**config.mk**
```make
export PLATFORM = sky130hd
export DESIGN_NAME = phy_link_monitor
export DESIGN_NICKNAME = d
export VERILOG_FILES = /design/src/rtl/phy_pkg.sv /design/src/rtl/sat_debounce.sv /design/src/rtl/phy_link_monitor.sv
export SDC_FILE = /design/constraint.sdc
export NUM_CORES = 1
export LEC_CHECK = 0
export ABC_AREA = 1
export ABC_CLOCK_PERIOD_IN_PS = 1800
export CAP_MARGIN = 25
export CORE_ASPECT_RATIO = 0.5
export CORE_MARGIN = 2
export CORE_UTILIZATION = 37
export CTS_CLUSTER_DIAMETER = 50
export DETAILED_ROUTE_END_ITERATION = 16
export DONT_BUFFER_PORTS = 1
export GPL_TIMING_DRIVEN = 0
export PLACE_DENSITY = 0.53
export SLEW_MARGIN = 5
export SYNTH_ARGS = -nofsm -noshare
export SYNTH_HDL_FRONTEND = slang
export SYNTH_SLANG_ARGS = --single-unit
```
**constraint.sdc**
```tcl
create_clock -name CLK -period 1.8 [get_ports CLK]
set_input_delay 0.36 -clock CLK [delete_from_list [all_inputs] [get_ports CLK]]
set_output_delay 0.36 -clock CLK [all_outputs]
set_load 0.03 [all_outputs]
```
**src/rtl/phy_pkg.sv**
```systemverilog
// Shared constants for the PHY link monitor: BMSR bit positions, FSM state
// encoding and the saturating counter helper.
package phy_pkg;

  localparam int unsigned BMSR_LINK   = 2;
  localparam int unsigned BMSR_RFAULT = 4;
  localparam int unsigned BMSR_ANDONE = 5;

  localparam logic [1:0] ST_WAIT_SETUP = 2'd0;
  localparam logic [1:0] ST_WAIT_POLL  = 2'd1;
  localparam logic [1:0] ST_REQ        = 2'd2;
  localparam logic [1:0] ST_EVAL       = 2'd3;

  function automatic logic [7:0] sat_inc8(input logic [7:0] value);
    if (value == 8'hFF) begin
      return 8'hFF;
    end else begin
      return value + 8'd1;
    end
  endfunction

endpackage

```
**src/rtl/sat_debounce.sv**
```systemverilog
// Link-bit debouncer: counts consecutive samples that disagree with the
// published link state and toggles it once DEBOUNCE of them have been seen.
module sat_debounce
  import phy_pkg::*;
#(
  parameter logic [2:0] DEBOUNCE = 3'd3
) (
  input  logic       CLK,
  input  logic       RST,
  input  logic       sample_valid,
  input  logic       sample_bit,
  output logic       link_up,
  output logic       link_change,
  output logic [7:0] drop_count
);

  logic [2:0] agree_r;
  logic [2:0] agree_next;

  assign agree_next = agree_r + 3'd1;

  // Agree counter, link state, one-cycle change pulse and saturating drop count.
  always_ff @(posedge CLK) begin
    if (RST) begin
      agree_r     <= 3'd0;
      link_up     <= 1'b0;
      link_change <= 1'b0;
      drop_count  <= 8'd0;
    end else begin
      link_change <= 1'b0;
      if (sample_valid) begin
        if (sample_bit == link_up) begin
          agree_r <= 3'd0;
        end else if (agree_next == DEBOUNCE) begin
          agree_r     <= 3'd0;
          link_up     <= ~link_up;
          link_change <= 1'b1;
          if (link_up) begin
            drop_count <= sat_inc8(drop_count);
          end
        end else begin
          agree_r <= agree_next;
        end
      end
    end
  end

endmodule

```
**src/rtl/phy_link_monitor.sv**
```systemverilog
// Paces periodic PHY status reads, captures the returned BMSR word and
// publishes debounced link state, fault/AN flags and a stale-data indication.
module phy_link_monitor
  import phy_pkg::*;
#(
  parameter logic [19:0] POLL_PERIOD = 20'd1000000,
  parameter logic [15:0] TIMEOUT     = 16'd50000,
  parameter logic [2:0]  DEBOUNCE    = 3'd3,
  parameter logic [3:0]  LINK_BIT    = 4'(BMSR_LINK)
) (
  input  logic        CLK,
  input  logic        RST,
  input  logic        mdio_ready,
  input  logic [15:0] rd_data,
  input  logic        rd_valid,
  output logic        poll_req,
  output logic        link_up,
  output logic        an_done,
  output logic        remote_fault,
  output logic        link_change,
  output logic [7:0]  drop_count,
  output logic        stale
);

  localparam logic [19:0] POLL_LAST    = POLL_PERIOD - 20'd1;
  localparam logic [15:0] TIMEOUT_LAST = TIMEOUT - 16'd1;

  logic [1:0]  state_r;
  logic [19:0] period_cnt_r;
  logic [15:0] timeout_cnt_r;
  logic [15:0] sample_r;
  logic        sample_valid;
  logic        sample_unused;

  // Only the link, fault and AN bits of the captured word are consumed.
  assign sample_unused = ^sample_r;
  assign sample_valid  = (state_r == ST_EVAL) && mdio_ready;

  // Poll FSM; losing mdio_ready takes priority over every state.
  always_ff @(posedge CLK) begin
    if (RST) begin
      state_r       <= ST_WAIT_SETUP;
      period_cnt_r  <= 20'd0;
      timeout_cnt_r <= 16'd0;
      sample_r      <= 16'd0;
      poll_req      <= 1'b0;
      an_done       <= 1'b0;
      remote_fault  <= 1'b0;
      stale         <= 1'b0;
    end else if (!mdio_ready) begin
      state_r       <= ST_WAIT_SETUP;
      period_cnt_r  <= 20'd0;
      timeout_cnt_r <= 16'd0;
      poll_req      <= 1'b0;
    end else begin
      case (state_r)
        ST_WAIT_SETUP: begin
          state_r      <= ST_WAIT_POLL;
          period_cnt_r <= 20'd0;
        end
        ST_WAIT_POLL: begin
          if (period_cnt_r == POLL_LAST) begin
            state_r       <= ST_REQ;
            poll_req      <= 1'b1;
            period_cnt_r  <= 20'd0;
            timeout_cnt_r <= 16'd0;
          end else begin
            period_cnt_r <= period_cnt_r + 20'd1;
          end
        end
        ST_REQ: begin
          // A read returned on the final timeout cycle is still accepted.
          if (rd_valid) begin
            sample_r      <= rd_data;
            poll_req      <= 1'b0;
            timeout_cnt_r <= 16'd0;
            state_r       <= ST_EVAL;
          end else if (timeout_cnt_r == TIMEOUT_LAST) begin
            stale         <= 1'b1;
            poll_req      <= 1'b0;
            timeout_cnt_r <= 16'd0;
            period_cnt_r  <= 20'd0;
            state_r       <= ST_WAIT_POLL;
          end else begin
            timeout_cnt_r <= timeout_cnt_r + 16'd1;
          end
        end
        ST_EVAL: begin
          an_done      <= sample_r[BMSR_ANDONE];
          remote_fault <= sample_r[BMSR_RFAULT];
          stale        <= 1'b0;
          period_cnt_r <= 20'd0;
          state_r      <= ST_WAIT_POLL;
        end
        default: begin
          state_r  <= ST_WAIT_SETUP;
          poll_req <= 1'b0;
        end
      endcase
    end
  end

  sat_debounce #(
    .DEBOUNCE(DEBOUNCE)
  ) u_debounce (
    .CLK         (CLK),
    .RST         (RST),
    .sample_valid(sample_valid),
    .sample_bit  (sample_r[LINK_BIT]),
    .link_up     (link_up),
    .link_change (link_change),
    .drop_count  (drop_count)
  );

endmodule

```
==> summary.md <==
| Metric | Value |
|---|---|
| Fin worst setup slack | 0.132 ns |
| Total die area | 0.00999 sq mm |
| Max VDD drop | 0.463 mV |
| Worst r2r dst | period_cnt_r[14] |
| Total gr overflow | 0 |
| Max stage delay on crit path | 0.36 ns |
| Layout cell share with drive strength beyond 1 | 14.5% |
| Post-synth top area share | 34.2% |
| Critical Path Start Type | flop |
| Antenna Cells | 0 |
| Vias in the first global route | 2869 |
| CP bufs+invs | 3 |
| CP Cell Sequence | ha_1, nand2_2, inv_2, nand2_2, nor2_2, nand2_2, nand2_2, nand2_2, buf_6, inv_2, nand3_1, nand2_1, nor2_1 |
| Vias post-DR | 3126 |
| Global-route wire length before repair | 13.9 mm |
| Arrival time at the worst endpoint | 1.89 ns |
| Die height | 71.7 um |
| Worst path depth | 13 |
| Slew of the pin with the lowest slew margin | 0.471 ns |
| DRC Markers | 0 |
| Worst EP required | 2.03 ns |
| Critical path origin | timeout_cnt_r[1] |
| DP Worst Slack | -0.119 ns |
| Post-Syn Instances | 505 |
| Final ANT Viol Nets | 0 |
| Outcome | finished clean |
| Top cell by count, worst path | nand2_2 |
| Cell area after synthesis | 0.00339 sq mm |
| Final period util | 92.6% |
| Avg Inst Size Synth | 6.71 sq um |
| Synth cell types | 36 |
| Htree depth | 3 |
| Placed cells | 622 |
| Starting density of the core | 38.5% |
| Max clock buf depth | 2 |
| Post-Syn Nets | 530 |
| Maximum fanout along the worst path | 10 |
| Core footprint | 0.00880 sq mm |
| Class of the worst hold path | input pin to flop |
| IO Count | 34 |
| Clock tree sinks | 58 |
| Final Hold Fails | 0 |
| Crit path capture type | flop |
| Commonest non-fill, non-tap cells in the layout | nand2_1 (133), nor2_1 (61), dfxtp_1 (52) |
| Routed WL | 8.11 mm |
| Largest net degree at the start of global routing | 11 |
| Worst setup path endpoint | period_cnt_r[14] |
| Drt first pass iters | 4 |
| Min cycle time layout | 1.67 ns |
| GRT Overall Usage | 17.4% |
| Die W | 139 um |
| Synth Warn # | 0 |
| Sequential area share after synthesis | 34.2% |
| Nets@finish | 543 |
| Root Driver | clkbuf_16 |
| Commonest non-fill, non-tap cell in the layout | nand2_1 |
| Max-cap viol count | 0 |
| CTS tree | done |
| WHS Path Cells | 2 |
| R2R setup slack | 0.13 ns |
| CP max-delay cell | dfxtp_1 |
| Slew Limit Headroom | 68.6% |
| Via density per instance | 4.88 |
| Final slew viol count | 0 |
| Skew final | 0.00417 ns |
| Initial antenna violation count | 0 |
| Clock buffer count from CTS | 9 |
| Post-synthesis sequential element count | 58 |
| Gpl congestion | 0.848 |
| Synth area leaders | dfxtp_1 (34%), nand2_1 (15%), a21oi_1 (7.5%), nand3_1 (6.9%), nor2_1 (6.8%) |
| Crit Path Category | flop to flop |
| Area leader, netlist | dfxtp_1 |
| Clk_lat worst skew | 0.34 ns |
| Routed len/inst | 12.7 um |
| Dpl hpwl | 5.87 mm |
| Area grow syn2layout | 16.4% |
| Hold buffer count at CTS | 0 |
| Setup violators final | 0 |
| Pleak | 1.43 nW |
| Num rows | 24 |
| Starting DRT DRC Count | 142 |
| Clk slew on worst S/H paths | 0.05 ns |
| Fmax | 0.600 GHz |
| Worst reg-to-reg path cell count | 13 |
| Non-filler instance count after layout | 640 |
| Number of port buffers | 0 |
| Delay-heaviest family, CP | simple AND/OR/NAND/NOR gates |
| PwrDens | 882 mW/mm^2 |
| RR Startpoint | timeout_cnt_r[1] |
-- Yosys cell counts, drive strengths merged --
cell type,number
clkbuf,4
nand3b,2
xnor2,3
nand2,140
inv,48
nor3,3
nand4,17
o21bai,1
buf,8
o31ai,1
a32o,1
nand3,52
a21oi,51
xor2,11
clkinv,2
ha,5
dfxtp,58
nor2,71
or2,10
o21ai,15
a31o,2
-- per-stage QoR --
stage	hold WS, ns	setup TNS (ns)	power (mW)	cell area (sq um)	utilization (%)
after floorplan	0.450	0	1.36	3390	-
after global placement	0.468	-1.54	1.37	3540	40.2
after detailed placement	0.468	-1.21	1.37	3540	40.2
after CTS	0.185	0	3.53	3910	44.5
after global routing	0.219	-0.00295	3.59	3950	44.9
final	0.192	0	3.48	3950	44.9
-- cells by family (layout without fill, tap and decap cells) --
group                    count (synthesis)  count (layout)  share of synthesized area (%)
AO/OA/AOI/OAI                           71              71                           11.0
XOR/XNOR                                14              14                           3.62
adder cells (fa/ha/maj)                  5               5                           1.85
buffers and inverters                   62              80                           7.90
flip-flops                              58              58                           34.2
AND/OR/NAND/NOR                        295             295                           41.4
-- registers in the layout, summed over array words and instances, names as in the netlist --
register	cells
period_cnt_r	20
timeout_cnt_r	16
u_debounce.drop_count	8
sample_r	3
u_debounce.agree_r	3
state_r	2
an_done	1
poll_req	1
remote_fault	1
stale	1
u_debounce.link_change	1
u_debounce.link_up	1
-- cell type report --
cell class / count / area [sq um]
fillers: 917 / 4850
plain buffers: 12 / 80.1
multi-input cells: 385 / 1980
inverters: 50 / 188
clock inverters: 5 / 125
flip-flops and latches: 58 / 1170
repair buffers: 2 / 15.0
well taps: 117 / 146
clock buffers: 11 / 243
-- metal layers --
layer | track usage (%) | vias up | part of all wire [%]
met5 | 0 | - | 0
met3 | 5.88 | 10 | 4.3
met4 | 5.39 | 0 | 1.3
met2 | 26.9 | 42 | 42
li1 | - | 1674 | -
met1 | 23.2 | 1400 | 53
-- report_power, final --
| group | total (mW) | internal [mW] | switching, mW |
|---|---|---|---|
| registers | 1.29 | 1.29 | 0.00435 |
| logic | 0.0543 | 0.0109 | 0.0433 |
| clock network | 2.14 | 1.53 | 0.610 |
| total | 3.48 | 2.82 | 0.658 |
-- what timing repair did --
item / 4_1_cts / 5_1_grt
pin swaps: 0 / 1
gates resized for setup: 4 / 7
endpoints found under the hold margin: 0 / 0
setup endpoints to repair: 16 / 15
buffers inserted: 0 / 2
-- worst min path at each step --
stage | slack [ns] | to | from
detailed placement | 0.47 | sample_r[5] | sample_r[5]
finish | 0.19 | sample_r[2] | rd_data[2]
global placement | 0.47 | sample_r[5] | sample_r[5]
CTS | 0.19 | stale | mdio_ready
floorplan | 0.45 | sample_r[4] | sample_r[4]
global route | 0.22 | stale | mdio_ready
Power figures use the tool's default switching activity.
